### config.mk
export PLATFORM = sky130hd
export DESIGN_NAME = bus_arbiter
export DESIGN_NICKNAME = d
export VERILOG_FILES = /design/src/rtl/bus_arbiter.sv
export SDC_FILE = /design/constraint.sdc
export NUM_CORES = 1
export LEC_CHECK = 0
export BUFFER_PORTS_ARGS = -buffer_cell sky130_fd_sc_hd__buf_2
export CORE_AREA = 2 2 125 127
export DETAILED_ROUTE_END_ITERATION = 10
export DIE_AREA = 0 0 127 129
export GPL_ROUTABILITY_DRIVEN = 0
export GPL_TIMING_DRIVEN = 0
export PLACE_DENSITY = 0.63
export SYNTH_ARGS = -nofsm -noshare
export SYNTH_HDL_FRONTEND = slang
export SYNTH_SLANG_ARGS = --single-unit
export TNS_END_PERCENT = 20
### constraint.sdc
create_clock -name clk -period 2.57 [get_ports clk]
set_clock_uncertainty 0.1 [all_clocks]
set_input_delay 0.771 -clock clk [delete_from_list [all_inputs] [get_ports clk]]
set_output_delay 0.771 -clock clk [all_outputs]
set_load 0.1 [all_outputs]
### src/rtl/bus_arbiter.sv
// -----------------------------------------------------------------------------
// bus_arbiter
//
// Shares one PicoRV32-native slave bus between two masters: the CPU (m0)
// and a second bus master such as a DMA/LCD fill engine (m1). Sits in
// front of the address decoder and slave mux.
//
//   - Round-robin grant: on a tie, the master not served last wins.
//   - The grant is held for exactly one transaction.
//   - The bus always returns to ARB for at least one cycle between
//     transactions, so a slave that holds ready high as a level never
//     completes two transactions back to back.
//   - A watchdog ends a transaction that has seen no s_ready for
//     TIMEOUT_CYCLES BUSY cycles. The owner gets ready with ERR_DATA and
//     any pending write is dropped.
//
// Parameters
//   TIMEOUT_CYCLES  BUSY cycles before forced termination (0 = off, max 65535)
//   ERR_DATA        rdata returned to the owner on a timeout
//
// Ports
//   clk                  system clock, rising edge
//   reset_n              synchronous active-low reset
//   m0_*/m1_*            master request side: valid/addr/wdata/wstrb in,
//                        ready/rdata out (wstrb == 0 means read)
//   s_valid/addr/wdata/wstrb  request forwarded to the decoder/slaves
//   s_ready/s_rdata      slave completion and read data
//   grant                one-hot owner while BUSY, 0 in ARB
//   timeout              one-cycle pulse on a watchdog termination
//   err_count            saturating count of watchdog terminations
// -----------------------------------------------------------------------------
module bus_arbiter #(
    parameter int unsigned TIMEOUT_CYCLES = 255,
    parameter logic [31:0] ERR_DATA       = 32'hDEAD_BEEF
) (
    input  logic        clk,
    input  logic        reset_n,

    input  logic        m0_valid,
    input  logic [31:0] m0_addr,
    input  logic [31:0] m0_wdata,
    input  logic [3:0]  m0_wstrb,
    output logic        m0_ready,
    output logic [31:0] m0_rdata,

    input  logic        m1_valid,
    input  logic [31:0] m1_addr,
    input  logic [31:0] m1_wdata,
    input  logic [3:0]  m1_wstrb,
    output logic        m1_ready,
    output logic [31:0] m1_rdata,

    output logic        s_valid,
    output logic [31:0] s_addr,
    output logic [31:0] s_wdata,
    output logic [3:0]  s_wstrb,
    input  logic        s_ready,
    input  logic [31:0] s_rdata,

    output logic [1:0]  grant,
    output logic        timeout,
    output logic [7:0]  err_count
);

    typedef enum logic {
        ST_ARB  = 1'b0,
        ST_BUSY = 1'b1
    } state_t;

    // The watchdog fires on the TIMEOUT_CYCLES-th BUSY cycle. The counter
    // reads 0 on the first BUSY cycle, so the threshold is TIMEOUT_CYCLES-1.
    localparam logic        WD_EN   = (TIMEOUT_CYCLES != 0);
    localparam logic [15:0] WD_LAST = WD_EN ? 16'(TIMEOUT_CYCLES - 1) : 16'd0;

    // ------------------------------------------------------------------
    // State
    // ------------------------------------------------------------------
    state_t      state_q,     state_d;
    logic        owner_q,     owner_d;      // 0 = m0, 1 = m1
    logic        last_q,      last_d;       // master served by the last completion
    logic [15:0] wd_cnt_q,    wd_cnt_d;
    logic [7:0]  err_count_q, err_count_d;
    logic [1:0]  grant_q,     grant_d;
    logic        s_valid_q,   s_valid_d;

    // ------------------------------------------------------------------
    // Current-cycle decode
    // ------------------------------------------------------------------
    logic        busy;
    logic        owner_valid;
    logic        wd_fire;
    logic        done;
    logic [31:0] rsp_data;

    assign busy        = (state_q == ST_BUSY);
    assign owner_valid = owner_q ? m1_valid : m0_valid;

    // A real s_ready on the threshold cycle wins: it is a normal
    // completion and no timeout is reported. An owner that has already
    // dropped valid gets neither kind of completion.
    assign wd_fire  = WD_EN && busy && owner_valid && !s_ready && (wd_cnt_q == WD_LAST);
    assign done     = busy && owner_valid && (s_ready || wd_fire);
    assign rsp_data = wd_fire ? ERR_DATA : s_rdata;

    // ------------------------------------------------------------------
    // Combinational outputs
    // ------------------------------------------------------------------
    // Responses go straight from the slave to the owner with no register
    // in the path. The non-owner always sees zeros.
    assign m0_ready = done && !owner_q;
    assign m1_ready = done &&  owner_q;
    assign m0_rdata = (busy && !owner_q) ? rsp_data : 32'd0;
    assign m1_rdata = (busy &&  owner_q) ? rsp_data : 32'd0;
    assign timeout  = wd_fire;

    // The request is forwarded from the owner's live inputs. Only the
    // select (owner_q) is registered. The bus reads as zero in ARB.
    assign s_addr  = busy ? (owner_q ? m1_addr  : m0_addr)  : 32'd0;
    assign s_wdata = busy ? (owner_q ? m1_wdata : m0_wdata) : 32'd0;
    assign s_wstrb = busy ? (owner_q ? m1_wstrb : m0_wstrb) : 4'd0;

    // Registered outputs
    assign s_valid   = s_valid_q;
    assign grant     = grant_q;
    assign err_count = err_count_q;

    // ------------------------------------------------------------------
    // Next-state logic
    // ------------------------------------------------------------------
    always_comb begin
        // NOTE: every signal written here gets a default first, so no path
        // leaves one unassigned and no latch is inferred.
        state_d     = state_q;
        owner_d     = owner_q;
        last_d      = last_q;
        wd_cnt_d    = wd_cnt_q;
        err_count_d = err_count_q;

        unique case (state_q)
            ST_ARB: begin
                if (m0_valid || m1_valid) begin
                    state_d  = ST_BUSY;
                    wd_cnt_d = 16'd0;
                    if (m0_valid && m1_valid) begin
                        // Tie: the master that was not served last wins.
                        owner_d = ~last_q;
                    end else begin
                        owner_d = m1_valid;
                    end
                end
            end

            ST_BUSY: begin
                if (!owner_valid) begin
                    // The owner withdrew its request, for example because
                    // that master was reset. Release the bus without a
                    // completion and leave the round-robin history as it is.
                    state_d = ST_ARB;
                end else if (done) begin
                    state_d = ST_ARB;
                    last_d  = owner_q;
                    if (wd_fire && (err_count_q != 8'hFF)) begin
                        err_count_d = err_count_q + 8'd1;
                    end
                end else begin
                    wd_cnt_d = wd_cnt_q + 16'd1;
                end
            end

            default: state_d = ST_ARB;
        endcase

        // grant and s_valid are registered, so they are computed here
        // from the next state and owner.
        s_valid_d = (state_d == ST_BUSY);
        grant_d   = (state_d == ST_BUSY) ? (owner_d ? 2'b10 : 2'b01) : 2'b00;
    end

    // ------------------------------------------------------------------
    // State registers (synchronous active-low reset)
    // ------------------------------------------------------------------
    // NOTE: sequential state uses non-blocking assignments only. Every flop
    // then samples its pre-edge value, whatever order the statements are in.
    always_ff @(posedge clk) begin
        if (!reset_n) begin
            // last = 1 makes m0 the winner of the first tie.
            state_q     <= ST_ARB;
            owner_q     <= 1'b0;
            last_q      <= 1'b1;
            wd_cnt_q    <= 16'd0;
            err_count_q <= 8'd0;
            grant_q     <= 2'b00;
            s_valid_q   <= 1'b0;
        end else begin
            state_q     <= state_d;
            owner_q     <= owner_d;
            last_q      <= last_d;
            wd_cnt_q    <= wd_cnt_d;
            err_count_q <= err_count_d;
            grant_q     <= grant_d;
            s_valid_q   <= s_valid_d;
        end
    end

endmodule

=== Word-level counts from Yosys, hierarchy flattened ===
Index checks and enable logic that the tools add are counted.

* Flip-flop bits (word level): 29
* Logic and storage cells: 55
* Input bits: 173
* Output and inout bits: 146

* Mux-type cells: 22
* Reduce and logical (&&, ||, !) cells: 18
* Equal/unequal tests: 5
* Add/sub/neg operators: 2
* Bitwise gates (word level): 2

{| class="wikitable"
|+ Operator list
! cell !! number
|-
| 32-bit 2-to-1 mux || 7
|-
| 16-bit 2-to-1 mux || 3
|-
| 16-bit case mux with 2 select lines || 1
|-
| 16-bit by 1-bit adder with 16-bit output, second input constant || 1
|-
| 16-bit by 8-bit equality test with 1-bit output, second input constant || 1
|-
| 1-bit logical AND || 10
|-
| 8-bit by 1-bit adder with 8-bit output, second input constant || 1
|-
| 4-bit 2-to-1 mux || 2
|-
| 8-bit inequality test, second input constant || 1
|-
| 1-bit 2-to-1 mux || 7
|-
| 3-bit AND reduction || 2
|-
| 2-bit inequality test, second input constant || 2
|-
| 4-bit AND reduction || 1
|-
| 1-bit logical NOT || 2
|-
| 1-bit logical OR || 2
|-
| 2-bit 2-to-1 mux || 1
|-
| 2-bit by 1-bit inequality test with 1-bit output, second input constant || 1
|-
| 1-bit NOT || 2
|-
| 1-bit case mux with 2 select lines || 1
|-
| 2-bit AND reduction || 1
|}

=== Depth between registers and ports, before layout ===
* Depth after elaboration: 10
* Mapped depth: 8

=== Worst setup path before layout ===
OpenSTA, ideal clock, no wires.

* Path type: reg2out
* Start: reg, netlist name s_valid
* End: out timeout
* Path slack: -2.373 ns
* Required time: 1.699 ns
* Path buffers: 0
* Cell stages (with the launch flop): 3
* Data arrival time: 4.072 ns
* Path through: dfxtp_1 nand2_1 nor4_1

{| class="wikitable"
|+ RTL lines
! item !! line !! source
|-
| to (decl) || 61 || <nowiki>output logic timeout,</nowiki>
|}

=== Final worst setup path ===
* Start: in s_ready
* End: out m1_rdata[21]

* Word-level cells in the longest chain between the ends: 5

{| class="wikitable"
|+ Ends and longest elaborated chain
! item !! line !! source
|-
| from (decl) || 57 || <nowiki>input logic s_ready,</nowiki>
|-
| 1-bit logical NOT || 101 || <nowiki>assign wd_fire = WD_EN && busy && owner_valid && !s_ready && (wd_cnt_q == WD_LAST);</nowiki>
|-
| 1-bit logical AND (2 in a row) || 101 ||
|-
| 32-bit 2-to-1 mux || 103 || <nowiki>assign rsp_data = wd_fire ? ERR_DATA : s_rdata;</nowiki>
|-
| 32-bit 2-to-1 mux || 113 || <nowiki>assign m1_rdata = (busy && owner_q) ? rsp_data : 32'd0;</nowiki>
|-
| to (decl) || 51 || <nowiki>output logic [31:0] m1_rdata,</nowiki>
|}

Every way passes these cells.

==> results <==
- The arrival time reported for the critical path endpoint is a little over 2 ns.
- The initial antenna violation count is 11.
- The final reports fail on setup timing.
- The all-layer global routing usage is about 21%.
- The synthesized netlist net count is between 500 and 600.
- The least setup slack across all paths after layout is -0.318 ns.
- The maximum VDD drop is 0.000254 V.
- The summed area of non-filler cells in the final layout is about 0.0073 mm².
- The master cell of the clock root buffer is sky130_fd_sc_hd__clkbuf_16.
- Dividing total power by cell area gives a power density of between 300 and 400 mW/mm².
- The die covers roughly 0.016 mm².
- The total detailed-routing wirelength is around 19000 µm.
- The mapped netlist covers 0.00319 mm².
- The largest fanout on the critical path is 7.
- Dividing the synthesized area by the synthesized cell count gives 7.55 µm².
- The worst register-to-register path ends at wd_cnt_q[7].
- The startpoint of the lowest-slack register-to-register path is wd_cnt_q[0].
- For this run, the leading register cell type out of synthesis is sky130_fd_sc_hd__dfxtp_1.
- During synthesis, Yosys emitted a total of 0 warnings.
- The first-iteration detailed-routing DRC count is approximately 210.
- The layout cell share with drive strength beyond 1 is a little under three quarters.
- For this design, the CTS-stage hold fixing added 0 buffers.
- Measured against its own limit, the worst slew margin works out to between 50% and 60%.
- STA puts the critical path data required time at about 1.7 ns.
- The run finished, with violations left.
- The critical path capture point type is a primary output.
- Counting every instance in the synthesized netlist gives 422.
- The y dimension of the die is around 130 µm.
- The worst setup path is launched from an input port.
- The end of the critical path is m1_rdata[21].
- The HPWL after detailed placement is between 10000 and 15000 µm.
- The critical path in this run is classified as input port to primary output.
- The count of different cell masters after synthesis is 50.
- The final period utilization is 112%.
- The async set-reset flop share out of synthesis is 0%.
- The setup slack of the most critical reg-to-reg path is around 0.46 ns.
- The detailed router placed approximately 4700 vias in this run.
- Clock-pin slew was measured on the worst setup and hold paths at around 0.050 ns.
- The average via count per standard cell is between 4 and 5.
- The first global-routing pass estimated ~26000 µm of wire.
- The upper clock frequency limit is approximately 350 MHz.
- The depth of the worst register-to-register path is 9.
- The length of the first detailed-routing pass in iterations is 4.
- The initialized floorplan defines 45 standard-cell rows.
- The count of pins on the block boundary is between 300 and 400.
- The finished layout holds around 960 standard cells, fillers aside.
- In this run the remaining antenna-violating nets after routing total 0.
- The critical path launch point is s_ready.
- The H-tree generated during clock tree synthesis spans 2 levels.
- The DRC violation count after routing is 0.
- The clock latency on the worst-skew pair is 0.27 ns.
- The tightest min-delay check is of the register to register type.
- The number of endpoints with negative hold slack in the final report is 0.
- Summed over all cells, the static leakage comes to 3.12 nW.
- The largest net degree at the start of global routing is 11.
- The number of buffers on the longest clock path is 2.
- The cell taking the most area after synthesis is sky130_fd_sc_hd__mux2i_1.
- The smallest hold slack is ~0.37 ns.
- The number of max-capacitance violations reported is 0.
- The via count of the first global-routing pass is between 4000 and 5000.
- Ranked by total cell area, the synthesized netlist is headed by sky130_fd_sc_hd__mux2i_1 24%, sky130_fd_sc_hd__dfxtp_1 18%, sky130_fd_sc_hd__o21a_1 12%.
- Setup repair after global routing could not meet its margin everywhere.
- The commonest cells after synthesis are 77 x sky130_fd_sc_hd__mux2i_1, 77 x sky130_fd_sc_hd__nor2_1, 49 x sky130_fd_sc_hd__o21a_1, 29 x sky130_fd_sc_hd__dfxtp_1, 22 x sky130_fd_sc_hd__nand2_1.
- For this design, the sink count on the clock tree is 29.
- Compared with the post-synthesis result, the final layout area differs by 128%.
- The total of endpoints with negative setup slack in the final report is approximately 70.
- The placed standard-cell area is between 0.005 and 0.006 mm².
- The fraction of the yosys area taken by sequential cells is ~18%.
- The number of placed instances, taps included, is between 900 and 1000.
- The time the worst path needs with I/O delays and setup is around 2.9 ns.
- In the final design database the tool counted between 900 and 1000 nets.
- The wire length per cell after detailed routing is 19.7 µm.
- For the final routed database, the setup TNS stands at -16.34 ns.
- The total CTS buffers is 5.
- The slew at the pin closest to its max-slew limit is roughly 0.62 ns.
- TritonCTS built the clock tree.
- The total overflow left after global routing is 0.
- In this run the biggest area consumer among cell types represents 24.2% of the synthesized area.
- The effective utilization at floorplan is 21.3%.
- In this run, synthesis produced a sequential element count of 29.
- Prior to clock tree synthesis, the placed netlist has a worst setup slack of -0.894 ns.
- The count of pins over their slew limit was 0.
- In this run, synthesis inferred 0 flip-flops with an integrated enable.
- The core region area is between 0.01 and 0.015 mm².
- From left edge to right edge, the die measures roughly 130 µm.
- The number of I/O port buffers is approximately 320.
## how the worst min path moves through the flow
stage                       end  cells past startpoint        start
detailed placement       last_q                      1       last_q
finish                   last_q                      1       last_q
global placement         last_q                      1       last_q
global route        wd_cnt_q[4]                      1  wd_cnt_q[4]
floorplan                last_q                      1       last_q
CTS                      last_q                      1       last_q
## timing repair
action	4_1_cts	5_1_grt
buffers inserted	7	5
setup endpoints to repair	135	131
pin swaps	15	5
gates resized for setup	394	49
cloned	3	1
endpoints found under the hold margin	0	0
## critical path, stage by stage
cell and delay, ns:
sky130_fd_sc_hd__buf_6 0.11, sky130_fd_sc_hd__and2b_2 0.24, sky130_fd_sc_hd__nand2_4 0.07, sky130_fd_sc_hd__nor2_4 0.18
sky130_fd_sc_hd__buf_8 0.17, sky130_fd_sc_hd__clkbuf_16 0.16, sky130_fd_sc_hd__o21a_4 0.15, sky130_fd_sc_hd__buf_12 0.17
## where the power goes
part           leakage, nW  switching (mW)  internal, mW  total, mW
Sequential           0.239         0.00573         0.456      0.461
Clock               0.0712           0.194         0.385      0.579
Combinational         2.80            1.27         0.529       1.80
## final cells by class
type	instances	area, µm²
Antenna cell	5	12.5
Inverter	7	26.3
Timing Repair Buffer	334	2830
Fill cell	1344	7720
Buffer	36	303
Multi-Input combinational cell	349	3110
Clock buffer	8	146
Sequential cell	29	597
Tap cell	188	235
## metrics by stage
stage | util (%) | power (mW)
2_1_floorplan | - | 1.68
3_3_place_gp | 36.2 | 1.99
3_5_place_dp | 36.2 | 2.00
4_1_cts | 46.7 | 2.79
5_1_grt | 48.4 | 2.93
6_report | 48.4 | 2.84
## routing by layer
layer	vias to the layer above	part of all wire, %	global-route usage (%)	routed length, µm
met3	27	11	8.69	2010
met4	4	1.7	3.94	325
met2	247	46	33.2	8580
li1	2218	-	-	-
met1	2220	42	26.4	7860
met5	-	0.14	0	27
## logic make-up after synthesis
logic type	Yosys count	synth area share, %
AND/OR/NAND/NOR	180	30.2
buffers and inverters	44	6.21
multiplexers	78	24.5
adder cells (fa/ha/maj)	3	1.18
flip-flops	29	18.2
AO/OA/AOI/OAI	88	19.7
## cell usage in the layout (no fill, tap or decap), types with 6 or more instances in the layout
cell type                     n
sky130_fd_sc_hd__mux2i_2     11
sky130_fd_sc_hd__o21a_2      29
sky130_fd_sc_hd__buf_8       18
sky130_fd_sc_hd__clkbuf_4     6
sky130_fd_sc_hd__o21a_4      19
sky130_fd_sc_hd__and3_4      10
sky130_fd_sc_hd__nor2_4      29
sky130_fd_sc_hd__buf_2      182
sky130_fd_sc_hd__or4_1        9
sky130_fd_sc_hd__dfxtp_2      7
sky130_fd_sc_hd__clkbuf_1     7
sky130_fd_sc_hd__buf_6       19
sky130_fd_sc_hd__nand2b_1     7
sky130_fd_sc_hd__nand3_1     10
sky130_fd_sc_hd__buf_12      49
sky130_fd_sc_hd__clkbuf_2     9
sky130_fd_sc_hd__nor2_2      43
sky130_fd_sc_hd__o31ai_1     10
sky130_fd_sc_hd__mux2i_1     65
sky130_fd_sc_hd__a21oi_1     15
sky130_fd_sc_hd__and3_1       9
sky130_fd_sc_hd__clkbuf_16    6
sky130_fd_sc_hd__buf_4       79
sky130_fd_sc_hd__dfxtp_1     20
sky130_fd_sc_hd__nand2_1     20
## sequential cells by signal (all words and copies together), names as in the netlist
register / count
s_valid: 1
wd_cnt_q: 16
last_q: 1
owner_q: 1
grant: 2
err_count: 8
Power figures use the tool's default switching activity.
